[src/rtl/sal_timing_cnt_pkg.sv]
// rtl/sal_timing_cnt_pkg.sv - shared DDR2 command type, default timings and helpers
package sal_timing_cnt_pkg;

    typedef enum logic [2:0] {
        CMD_NOP = 3'd0,
        CMD_ACT = 3'd1,
        CMD_RD  = 3'd2,
        CMD_WR  = 3'd3,
        CMD_PRE = 3'd4,
        CMD_REF = 3'd5
    } dram_cmd_t;

    localparam int DEF_BK_CNT = 4;
    localparam int DEF_CNT_W  = 5;
    localparam int DEF_T_RCD  = 4;
    localparam int DEF_T_RP   = 4;
    localparam int DEF_T_RAS  = 12;
    localparam int DEF_T_RC   = 16;
    localparam int DEF_T_RRD  = 3;
    localparam int DEF_T_CCD  = 2;
    localparam int DEF_T_RTP  = 3;
    localparam int DEF_T_WR   = 10;
    localparam int DEF_T_WTR  = 8;
    localparam int DEF_T_RTW  = 5;
    localparam int DEF_T_RFC  = 26;

    typedef logic [$clog2(DEF_BK_CNT)-1:0] bank_idx_t;

    // A constraint of N cycles means the counter must hold N-1 after the
    // issuing edge so the flag returns exactly N cycles later; 0 acts as 1.
    function automatic int load_of(input int n);
        return (n <= 0) ? 0 : n - 1;
    endfunction

endpackage

[src/rtl/sal_timing_cnt_tcnt.sv]
// rtl/sal_timing_cnt_tcnt.sv - saturating down-counter with max-load and zero flag
module sal_tcnt #(
    parameter int CNT_W = 5
) (
    input  logic             clk,
    input  logic             rst,
    input  logic             load_en,
    input  logic [CNT_W-1:0] load_val,
    output logic [CNT_W-1:0] cnt,
    output logic             zero
);

    logic [CNT_W-1:0] dec;

    assign dec  = (cnt == '0) ? '0 : cnt - CNT_W'(1);
    assign zero = (cnt == '0);

    // Count down to zero; a load only takes effect when it raises the value.
    always_ff @(posedge clk or posedge rst) begin
        if (rst) begin
            cnt <= '0;
        end else if (load_en && (load_val > dec)) begin
            cnt <= load_val;
        end else begin
            cnt <= dec;
        end
    end

endmodule

[src/rtl/sal_timing_cnt.sv]
// rtl/sal_timing_cnt.sv - DDR2 command-timing tracker producing per-bank allowed flags
module sal_timing_cnt
    import sal_timing_cnt_pkg::*;
#(
    parameter int BK_CNT = DEF_BK_CNT,
    parameter int CNT_W  = DEF_CNT_W,
    parameter int T_RCD  = DEF_T_RCD,
    parameter int T_RP   = DEF_T_RP,
    parameter int T_RAS  = DEF_T_RAS,
    parameter int T_RC   = DEF_T_RC,
    parameter int T_RRD  = DEF_T_RRD,
    parameter int T_CCD  = DEF_T_CCD,
    parameter int T_RTP  = DEF_T_RTP,
    parameter int T_WR   = DEF_T_WR,
    parameter int T_WTR  = DEF_T_WTR,
    parameter int T_RTW  = DEF_T_RTW,
    parameter int T_RFC  = DEF_T_RFC
) (
    input  logic                      clk,
    input  logic                      rst,
    input  logic                      cmd_valid,
    input  dram_cmd_t                 cmd,
    input  logic [$clog2(BK_CNT)-1:0] cmd_ba,
    output logic [BK_CNT-1:0]         act_ok,
    output logic [BK_CNT-1:0]         rd_ok,
    output logic [BK_CNT-1:0]         wr_ok,
    output logic [BK_CNT-1:0]         pre_ok,
    output logic                      ref_ok,
    output logic                      timing_viol
);

    localparam int BA_W = $clog2(BK_CNT);

    localparam logic [CNT_W-1:0] LD_RCD = CNT_W'(load_of(T_RCD));
    localparam logic [CNT_W-1:0] LD_RP  = CNT_W'(load_of(T_RP));
    localparam logic [CNT_W-1:0] LD_RAS = CNT_W'(load_of(T_RAS));
    localparam logic [CNT_W-1:0] LD_RC  = CNT_W'(load_of(T_RC));
    localparam logic [CNT_W-1:0] LD_RRD = CNT_W'(load_of(T_RRD));
    localparam logic [CNT_W-1:0] LD_CCD = CNT_W'(load_of(T_CCD));
    localparam logic [CNT_W-1:0] LD_RTP = CNT_W'(load_of(T_RTP));
    localparam logic [CNT_W-1:0] LD_WR  = CNT_W'(load_of(T_WR));
    localparam logic [CNT_W-1:0] LD_WTR = CNT_W'(load_of(T_WTR));
    localparam logic [CNT_W-1:0] LD_RTW = CNT_W'(load_of(T_RTW));
    localparam logic [CNT_W-1:0] LD_RFC = CNT_W'(load_of(T_RFC));

    function automatic logic [CNT_W-1:0] cnt_max(input logic [CNT_W-1:0] a,
                                                 input logic [CNT_W-1:0] b);
        return (a > b) ? a : b;
    endfunction

    logic is_act, is_rd, is_wr, is_pre, is_ref;

    assign is_act = cmd_valid && (cmd == CMD_ACT);
    assign is_rd  = cmd_valid && (cmd == CMD_RD);
    assign is_wr  = cmd_valid && (cmd == CMD_WR);
    assign is_pre = cmd_valid && (cmd == CMD_PRE);
    assign is_ref = cmd_valid && (cmd == CMD_REF);

    logic [BK_CNT-1:0] act_ld_en, rd_ld_en, wr_ld_en, pre_ld_en;
    logic [CNT_W-1:0]  act_ld_val [BK_CNT];
    logic [CNT_W-1:0]  rd_ld_val  [BK_CNT];
    logic [CNT_W-1:0]  wr_ld_val  [BK_CNT];
    logic [CNT_W-1:0]  pre_ld_val [BK_CNT];
    logic              ref_ld_en;
    logic [CNT_W-1:0]  ref_ld_val;

    // Per-bank load selection: every constraint touching a counter this cycle
    // contributes, and the largest remaining wait is the one loaded.
    always_comb begin
        for (int b = 0; b < BK_CNT; b++) begin
            logic sel;
            sel           = (cmd_ba == BA_W'(b));
            act_ld_en[b]  = 1'b0;
            rd_ld_en[b]   = 1'b0;
            wr_ld_en[b]   = 1'b0;
            pre_ld_en[b]  = 1'b0;
            act_ld_val[b] = '0;
            rd_ld_val[b]  = '0;
            wr_ld_val[b]  = '0;
            pre_ld_val[b] = '0;

            if (is_act) begin
                act_ld_en[b]  = 1'b1;
                act_ld_val[b] = cnt_max(act_ld_val[b], LD_RRD);
                if (sel) begin
                    act_ld_val[b] = cnt_max(act_ld_val[b], LD_RC);
                    rd_ld_en[b]   = 1'b1;
                    rd_ld_val[b]  = cnt_max(rd_ld_val[b], LD_RCD);
                    wr_ld_en[b]   = 1'b1;
                    wr_ld_val[b]  = cnt_max(wr_ld_val[b], LD_RCD);
                    pre_ld_en[b]  = 1'b1;
                    pre_ld_val[b] = cnt_max(pre_ld_val[b], LD_RAS);
                end
            end

            if (is_rd) begin
                rd_ld_en[b]  = 1'b1;
                rd_ld_val[b] = cnt_max(rd_ld_val[b], LD_CCD);
                wr_ld_en[b]  = 1'b1;
                wr_ld_val[b] = cnt_max(wr_ld_val[b], LD_RTW);
                if (sel) begin
                    pre_ld_en[b]  = 1'b1;
                    pre_ld_val[b] = cnt_max(pre_ld_val[b], LD_RTP);
                end
            end

            if (is_wr) begin
                wr_ld_en[b]  = 1'b1;
                wr_ld_val[b] = cnt_max(wr_ld_val[b], LD_CCD);
                rd_ld_en[b]  = 1'b1;
                rd_ld_val[b] = cnt_max(rd_ld_val[b], LD_WTR);
                if (sel) begin
                    pre_ld_en[b]  = 1'b1;
                    pre_ld_val[b] = cnt_max(pre_ld_val[b], LD_WR);
                end
            end

            if (is_pre && sel) begin
                act_ld_en[b]  = 1'b1;
                act_ld_val[b] = cnt_max(act_ld_val[b], LD_RP);
            end

            if (is_ref) begin
                act_ld_en[b]  = 1'b1;
                act_ld_val[b] = cnt_max(act_ld_val[b], LD_RFC);
            end
        end
    end

    // Global refresh counter: guarded by any PRE and by the previous REF.
    always_comb begin
        ref_ld_en  = 1'b0;
        ref_ld_val = '0;
        if (is_pre) begin
            ref_ld_en  = 1'b1;
            ref_ld_val = cnt_max(ref_ld_val, LD_RP);
        end
        if (is_ref) begin
            ref_ld_en  = 1'b1;
            ref_ld_val = cnt_max(ref_ld_val, LD_RFC);
        end
    end

    for (genvar g = 0; g < BK_CNT; g++) begin : g_bank
        logic [CNT_W-1:0] act_cnt, rd_cnt, wr_cnt, pre_cnt;

        sal_tcnt #(.CNT_W(CNT_W)) u_act (
            .clk      (clk),
            .rst      (rst),
            .load_en  (act_ld_en[g]),
            .load_val (act_ld_val[g]),
            .cnt      (act_cnt),
            .zero     (act_ok[g])
        );

        sal_tcnt #(.CNT_W(CNT_W)) u_rd (
            .clk      (clk),
            .rst      (rst),
            .load_en  (rd_ld_en[g]),
            .load_val (rd_ld_val[g]),
            .cnt      (rd_cnt),
            .zero     (rd_ok[g])
        );

        sal_tcnt #(.CNT_W(CNT_W)) u_wr (
            .clk      (clk),
            .rst      (rst),
            .load_en  (wr_ld_en[g]),
            .load_val (wr_ld_val[g]),
            .cnt      (wr_cnt),
            .zero     (wr_ok[g])
        );

        sal_tcnt #(.CNT_W(CNT_W)) u_pre (
            .clk      (clk),
            .rst      (rst),
            .load_en  (pre_ld_en[g]),
            .load_val (pre_ld_val[g]),
            .cnt      (pre_cnt),
            .zero     (pre_ok[g])
        );
    end

    logic [CNT_W-1:0] ref_cnt;

    sal_tcnt #(.CNT_W(CNT_W)) u_ref (
        .clk      (clk),
        .rst      (rst),
        .load_en  (ref_ld_en),
        .load_val (ref_ld_val),
        .cnt      (ref_cnt),
        .zero     (ref_ok)
    );

    logic cmd_allowed;

    // Look up the allowed flag that matches the command being issued now.
    always_comb begin
        cmd_allowed = 1'b1;
        case (cmd)
            CMD_ACT: cmd_allowed = act_ok[cmd_ba];
            CMD_RD:  cmd_allowed = rd_ok[cmd_ba];
            CMD_WR:  cmd_allowed = wr_ok[cmd_ba];
            CMD_PRE: cmd_allowed = pre_ok[cmd_ba];
            CMD_REF: cmd_allowed = ref_ok;
            default: cmd_allowed = 1'b1;
        endcase
    end

    // Flag, one cycle later, any command issued while its flag was low.
    always_ff @(posedge clk or posedge rst) begin
        if (rst) begin
            timing_viol <= 1'b0;
        end else begin
            timing_viol <= cmd_valid && (cmd != CMD_NOP) && !cmd_allowed;
        end
    end

endmodule
[config.mk]
export PLATFORM = sky130hd
export DESIGN_NAME = sal_timing_cnt
export DESIGN_NICKNAME = d
export VERILOG_FILES = /design/src/rtl/sal_timing_cnt_pkg.sv /design/src/rtl/sal_timing_cnt_tcnt.sv /design/src/rtl/sal_timing_cnt.sv
export SDC_FILE = /design/constraint.sdc
export NUM_CORES = 1
export LEC_CHECK = 0
export ABC_AREA = 1
export BUFFER_PORTS_ARGS = -buffer_cell sky130_fd_sc_hd__clkbuf_2
export CAP_MARGIN = 20
export CORE_UTILIZATION = 28
export CTS_CLUSTER_SIZE = 25
export DETAILED_ROUTE_END_ITERATION = 8
export PLACE_DENSITY = 0.52
export SYNTH_ARGS = -nofsm -noshare
export SYNTH_HDL_FRONTEND = slang
export SYNTH_SLANG_ARGS = --single-unit
[constraint.sdc]
create_clock -name clk -period 3.05 [get_ports clk]
set_clock_uncertainty 0.15 [all_clocks]
set_input_delay 0.915 -clock clk [delete_from_list [all_inputs] [get_ports clk]]
set_output_delay 0.915 -clock clk [all_outputs]
set_load 0.02 [all_outputs]
## Yosys cells after proc, flatten, opt, wreduce, memory -nomap -nowiden

Cells that the tools add are included.

| operators by class | value |
|---|---|
| $add $sub $neg | 17 |
| magnitude comparators | 51 |
| eq/ne operators | 8 |
| muxes and demuxes | 185 |
| reduce and logical (&&, ||, !) cells | 48 |

Operator list:

| kind | count |
|---|---|
| $mux 5 | 108 |
| $gt 5x5->1 | 17 |
| $logic_not 5->1 | 17 |
| $sub 5x1->5 const B | 17 |
| $mux 4 | 16 |
| $mux 1 | 47 |
| $gt 5x1->1 const B | 8 |
| $gt 5x2->1 const B | 8 |
| $gt 5x3->1 const B | 8 |
| $logic_and 1x1->1 | 28 |
| $gt 5x5->1 const B | 5 |
| $gt 5x4->1 const B | 4 |
| $mux 2 | 9 |
| $bmux 1 s2 | 4 |
| $eq 3x2->1 const B | 2 |
| $eq 3x3->1 const B | 2 |
| $pmux 1 s5 | 1 |
| $eq 2x2->1 const B | 2 |
| $eq 3x1->1 const B | 1 |
| $lt 2x3->1 const B | 1 |
| $reduce_bool 3->1 | 1 |
| $eq 2x1->1 const B | 1 |
| $logic_not 2->1 | 1 |
| $logic_not 1->1 | 1 |

| storage, ports and cells | value |
|---|---|
| register bits after elaboration | 86 |
| output and inout port bits | 18 |
| word-level logic and storage cells | 327 |

## Longest topological paths before layout

| logic depth | value |
|---|---|
| word-level depth | 14 |
| gate-level depth with buffers | 17 |
| depth with buffers taken out | 17 |

## Cells and area by module

Synthesis repeated with hierarchy kept, for this count alone.

| second synthesis, totals | value |
|---|---|
| cells, all modules | 1247 |
| area, all modules | 8788.4 um^2 |

By module, submodules not included:

| module | times used | cells an instance | area an instance (um^2) | sequential area each (um^2) |
|---|---|---|---|---|
| sal_tcnt | 17 | 65 | 479.2 | 125.1 |
| sal_timing_cnt | 1 | 142 | 641.9 | 25.0 |

## Worst setup path before layout

OpenSTA, ideal clock, no wires.

| timing | value |
|---|---|
| path kind | input-to-reg |
| start point | input cmd[2] |
| end point | register g_bank[0].u_pre.cnt[0] |
| arrival time | 2637 ps |
| data required time | 2782 ps |
| path slack | 145 ps |
| cell stages on the path | 13 |
| cells stage by stage | inv_1 nand2_1 nor2_1 inv_1 nor2_1 inv_1 o21ai_0 ha_1 and3_1 a21oi_1 nand3_1 nand2_1 nand2_1 |

| between the ends | value |
|---|---|
| longest elaborated chain between the ends | 14 |
| elaborated cells on any way between the ends | 23 |
| those cells by class | 3 x order compare; 3 x eq/ne; 13 x mux; 4 x reduce/logical |

Ends and longest elaborated chain:

| what | line | RTL |
|---|---|---|
| start: declaration | sal_timing_cnt.sv:22 | `input dram_cmd_t cmd,` |
| $eq 3x1->1 | sal_timing_cnt.sv:53 | `assign is_act = cmd_valid && (cmd == CMD_ACT);` |
| $logic_and 1x1->1 | sal_timing_cnt.sv:53 |  |
| $mux 4 | sal_timing_cnt.sv:82 | `if (is_act) begin` |
| $gt 5x2->1 | sal_timing_cnt.sv:48 | `return (a > b) ? a : b;` |
| $mux 5 | sal_timing_cnt.sv:48 |  |
| $mux 5 | sal_timing_cnt.sv:101 | `if (sel) begin` |
| $mux 5 | sal_timing_cnt.sv:96 | `if (is_rd) begin` |
| $gt 5x4->1 | sal_timing_cnt.sv:48 |  |
| $mux 5 | sal_timing_cnt.sv:48 |  |
| $mux 5 | sal_timing_cnt.sv:112 | `if (sel) begin` |
| $mux 5 | sal_timing_cnt.sv:107 | `if (is_wr) begin` |
| $gt 5x5->1 | sal_timing_cnt_tcnt.sv:22 | `end else if (load_en && (load_val > dec)) begin` |
| $logic_and 1x1->1 | sal_timing_cnt_tcnt.sv:22 |  |
| $mux 5 * | sal_timing_cnt_tcnt.sv:22 |  |
| end signal: assignment | sal_timing_cnt_tcnt.sv:23 | `cnt <= load_val;` |
| end: declaration | sal_timing_cnt_tcnt.sv:9 | `output logic [CNT_W-1:0] cnt,` |

Every way passes the cells marked *; elsewhere a longest branch is shown, timed or not.

## Worst setup path after layout

| timing | value |
|---|---|
| start point | input cmd[1] |
| end point | register g_bank[1].u_pre.cnt[1] |

| between the ends | value |
|---|---|
| longest elaborated chain between the ends | 14 |
| elaborated cells on any way between the ends | 23 |
| those cells by class | 3 x order compare; 3 x eq/ne; 13 x mux; 4 x reduce/logical |

Ends and longest elaborated chain:

| what | line |
|---|---|
| $eq 3x1->1 | sal_timing_cnt.sv:53 |
| $logic_and 1x1->1 | sal_timing_cnt.sv:53 |
| $mux 4 | sal_timing_cnt.sv:82 |
| $gt 5x2->1 | sal_timing_cnt.sv:48 |
| $mux 5 | sal_timing_cnt.sv:48 |
| $mux 5 | sal_timing_cnt.sv:101 |
| $mux 5 | sal_timing_cnt.sv:96 |
| $gt 5x4->1 | sal_timing_cnt.sv:48 |
| $mux 5 | sal_timing_cnt.sv:48 |
| $mux 5 | sal_timing_cnt.sv:112 |
| $mux 5 | sal_timing_cnt.sv:107 |
| $gt 5x5->1 | sal_timing_cnt_tcnt.sv:22 |
| $logic_and 1x1->1 | sal_timing_cnt_tcnt.sv:22 |
| $mux 5 * | sal_timing_cnt_tcnt.sv:22 |
| end signal: assignment | sal_timing_cnt_tcnt.sv:23 |
| end: declaration | sal_timing_cnt_tcnt.sv:9 |

Marks and branches as above.

==> results.txt <==
The flow ran to the end, and the final reports show no timing, DRC or antenna violations. The run gives 309.0 µV as the largest vdd supply drop. The path class of the tightest hold or removal check is reg -> reg. The logs give 27020 µm for the first-pass GRT wire length and 56 for the floorplan row count. Pre-CTS setup slack: -51.09 ps. The share of cells above drive strength 1 was 12.17%. Once the clock tree was built, the setup fixing pass inserted 0 buffers.

Counting cells, the worst reg-to-reg path comes to 16. Walking the worst path, the cells encountered are clkbuf_2, inv_1, nand2_1, nor3_4, nand2_2, buf_4, a21oi_1, ha_1, a21oi_1, nor2_1, nand2_1, nand2_1, nand4_1, nand2_1, nand2_1. Data arrives at the worst endpoint at 2900 ps. Before antenna repair, the detailed router went through 4 iterations. The synthesized netlist devotes 1.922% of its cell area to XOR and XNOR gates. In this design, the stage delay of the slowest critical-path cell is 290 ps. The die width was 158.2 µm.

The top cell types in the final layout, fill and taps aside, are sky130_fd_sc_hd__nand2_1 (254), sky130_fd_sc_hd__inv_1 (233), sky130_fd_sc_hd__nor2_1 (102), sky130_fd_sc_hd__dfrtp_1 (86), sky130_fd_sc_hd__ha_1 (77). Synthesis produced a netlist with a net count of 1090. The simple-gate area share of the yosys netlist was 31.32%.

The tools report the final number of max-transition violations as 0. The initial utilization of the core area, before any placement, comes to 28.86%. After clock tree synthesis, the clock-pin slew on the worst setup and hold paths is 70 ps.

Counting buffers and inverters, the worst setup path is 15 cells deep. For the pin with the worst max-slew slack, the measured transition is 486.3 ps. The worst register-to-register path ends at g_bank[1].u_act.cnt[3]. By instance count, the cell type seen most on the critical path is sky130_fd_sc_hd__nand2_1. Setup slack on the worst reg-to-reg path comes out at 440 ps. The number of antenna diodes in the final layout is 0. At the end of routability-driven placement, the weighted congestion stood at 0.8145. The Yosys step of the flow raised 0 warnings.

Summing the areas of all compound-gate instances in the mapped netlist gives 6.279% of the synthesized area. The number of buffers and inverters on the critical path is 3, and the via count normalized by instance count is 4.285. Cell at the root of the clock tree: sky130_fd_sc_hd__clkbuf_16.

The number of filler instances in the final layout came out at 2628. The number of port buffers is 25. Startpoint of the most critical setup path: cmd[1]. The wire length after detailed routing is 15990 µm, and the post-synthesis adder-cell area fraction is 14.09%.

The remaining antenna violation count after routing is 0. The slack of the critical path was 290.8 ps. For the total clock buffers created by CTS, the log shows 9. Total count of hold-check failures in the final report: 0. Entering global routing, the biggest net connects 87 pins. The portion of the clock cycle consumed by the worst path in the final layout was 90.47%; the H-tree level count was 3. STA classifies the critical path endpoint as a register. Setup violations remaining at the end of the flow were counted as 0.

The cell class contributing the biggest share of worst-path delay was simple AND/OR/NAND/NOR gates. After synthesis the netlist holds a flip-flop and latch count of 86. Capture point of the critical path: g_bank[1].u_pre.cnt[1].

Critical path class: in -> reg. The required time at the endpoint of the critical path was 3190 ps. For the instance count of the mapped netlist, the log shows 1005. In the final timing run, aggregate negative setup slack is 0 ps. After the flow finishes, the layout carries non-filler instances totaling 1420.

The worst register-to-register path begins at g_bank[1].u_act.cnt[0]. The run gives 5646 as the via count of the first global-routing pass. The tools report the hold-fix buffer count after cts as 0.

The detail-routed net length per standard cell is 11.26 µm, and the final routed DRC violation total is 0. A synthesized cell averages 6.801 µm². The clock drives 86 sinks. The first routing iteration left 341 violations. For this block, the via count after detailed routing is 6084.

The tools report the source-to-sink clock delay at the later pin of the worst-skew pair as 350 ps. In this run the vertical extent of the chip is 158.2 µm. For this run, the top clock speed supported by timing is 0.3624 GHz. In this run the cell area of the synthesized design comes to 6835 µm². After detailed placement, the design holds a cell count of 1404.

In this run the worst path has a maximum fanout of 5. Global routing used 13.89% of the available tracks across all layers. The most frequent standard cell in the layout excluding fill and tap cells was sky130_fd_sc_hd__nand2_1. Once the clock tree was built, the resizer swapped 0 gates to a different size.

The count of distinct cell types in the synthesized netlist was 28; the die area was 25040 µm². The share of the Yosys chip area taken by registers is 31.48%. The combinational family with the most area after synthesis is simple AND/OR/NAND/NOR gates. The tools report the remaining max-slew budget at the tightest pin as 67.58%. Compared with the post-synthesis result, the final layout area differs by 18.87%. Counting I/O delays and the setup requirement, the final critical path takes 2759 ps. Detailed placement finished with a half-perimeter wire length of 12800 µm. The portion of synthesized area spent on multiplexers is 0%. Setup repair after global routing left no endpoint under its margin. Max-cap violations in this run came to 0. The static leakage came out at 5.065 nW. TritonCTS built the clock tree. Summed over all layers, the global routing overflow is 0.

Dividing total power by cell area gives a power density of 1008 nW/µm². The hold slack is 346.8 ps. The clock passes through at most 2 buffers. The net count of the finished layout is 1181. On the critical path, the stage with the largest delay is an instance of sky130_fd_sc_hd__ha_1.

26 I/O pins were placed. Sort of element at the start of the critical path: a primary input. The number of antenna violations at the first check in global routing is 0. The tools report the core outline area as 23680 µm².
metrics by stage:
step | power, mW | instance area, µm² | utilization, %
after floorplan | 5.874 | 6839 | -
final | 8.188 | 8125 | 34.31
after CTS | 8.292 | 8125 | 34.31
after global placement | 6.952 | 7804 | 32.95
after global routing | 9.250 | 8125 | 34.31
after detailed placement | 7.024 | 7804 | 32.95
Yosys cell counts:
cell                         n  share of area (%)
sky130_fd_sc_hd__nor2_4      2               0.33
sky130_fd_sc_hd__and3_1      5               0.46
sky130_fd_sc_hd__o21ai_0    20                1.5
sky130_fd_sc_hd__a21oi_1    35                2.6
sky130_fd_sc_hd__nand2_2     5               0.46
sky130_fd_sc_hd__dfrtp_1    86                 31
sky130_fd_sc_hd__a21o_1      6               0.66
sky130_fd_sc_hd__nor3_4      2               0.48
sky130_fd_sc_hd__inv_1     234                 13
sky130_fd_sc_hd__a211oi_1    2               0.22
sky130_fd_sc_hd__xor2_1     15                1.9
sky130_fd_sc_hd__buf_2       1              0.073
sky130_fd_sc_hd__nor3_1      6               0.44
sky130_fd_sc_hd__nand4_1    33                3.0
sky130_fd_sc_hd__nand3_1    71                5.2
sky130_fd_sc_hd__o21a_1      1               0.11
sky130_fd_sc_hd__a31oi_1     3               0.27
sky130_fd_sc_hd__o21ai_1     6               0.44
sky130_fd_sc_hd__o21bai_1    5               0.55
sky130_fd_sc_hd__and2_1      3               0.27
sky130_fd_sc_hd__nor3_2      1               0.15
sky130_fd_sc_hd__buf_4      16                1.8
sky130_fd_sc_hd__ha_1       77                 14
sky130_fd_sc_hd__nor2_1    102                5.6
sky130_fd_sc_hd__inv_2       4               0.22
sky130_fd_sc_hd__nand3b_1    3               0.33
sky130_fd_sc_hd__nand2_1   254                 14
sky130_fd_sc_hd__or2_2       7               0.64
sequential cells by signal, summed over array words and instances (netlist names):
register,cells
g_bank.u_pre.cnt,20
g_bank.u_wr.cnt,20
timing_viol,1
g_bank.u_act.cnt,20
g_bank.u_rd.cnt,20
u_ref.cnt,5
worst register-to-register path: stages, from the launching register on:
cell                      delay [ps]
sky130_fd_sc_hd__dfrtp_1         320
sky130_fd_sc_hd__inv_1            70
sky130_fd_sc_hd__ha_1            250
sky130_fd_sc_hd__nand3_1         190
sky130_fd_sc_hd__inv_1           110
sky130_fd_sc_hd__nor3_1          280
sky130_fd_sc_hd__inv_1            90
sky130_fd_sc_hd__ha_1            280
sky130_fd_sc_hd__nand2_1          50
sky130_fd_sc_hd__inv_1            80
sky130_fd_sc_hd__o21ai_0          90
sky130_fd_sc_hd__nand3_1          90
sky130_fd_sc_hd__nand2_1          70
sky130_fd_sc_hd__inv_1            70
sky130_fd_sc_hd__nand2_1         140
sky130_fd_sc_hd__nand2_1         100
sky130_fd_sc_hd__o21ai_0          80
how the worst min path moves through the flow:
stage / start / to / slack [ps] / cells after the start
global placement: g_bank[2].u_rd.cnt[4] / g_bank[2].u_rd.cnt[4] / 330 / 2
detailed placement: g_bank[2].u_rd.cnt[4] / g_bank[2].u_rd.cnt[4] / 340 / 2
global route: g_bank[2].u_rd.cnt[4] / g_bank[2].u_rd.cnt[4] / 370 / 2
CTS: g_bank[2].u_rd.cnt[4] / g_bank[2].u_rd.cnt[4] / 350 / 2
floorplan: g_bank[1].u_rd.cnt[4] / g_bank[1].u_rd.cnt[4] / 300 / 2
finish: g_bank[1].u_rd.cnt[4] / g_bank[1].u_rd.cnt[4] / 350 / 2
where the power goes:
group          internal, mW  switching [mW]  total, mW
Sequential             1.67           0.290       1.96
Combinational          1.99            3.01       5.01
Clock                 0.726           0.496       1.22
kinds of logic after synthesis:
logic type	after synthesis
flops	86
fa+ha+maj	77
simple gates	494
buf+inv	255
compound gates	78
xor+xnor	15
final cells by class:
| cell class | instances | area, µm² | area share, % |
|---|---|---|---|
| clock buffer | 14 | 284.0 | 3.496 |
| clock inverter | 2 | 37.54 | 0.4620 |
| inverter | 238 | 897.1 | 11.04 |
| multi-input combinational | 664 | 3665 | 45.10 |
| sequential | 86 | 2152 | 26.49 |
| tap | 319 | 399.1 | 4.912 |
| timing repair buffer | 97 | 690.7 | 8.500 |
metal layers:
layer | GRT usage, % | part of all wire (%)
met5 | 0 | 0
met4 | 3.846 | 1.3
met3 | 2.409 | 2.6
met2 | 23.12 | 45
met1 | 18.37 | 51
Note: power is estimated with default switching activity, not from simulation.
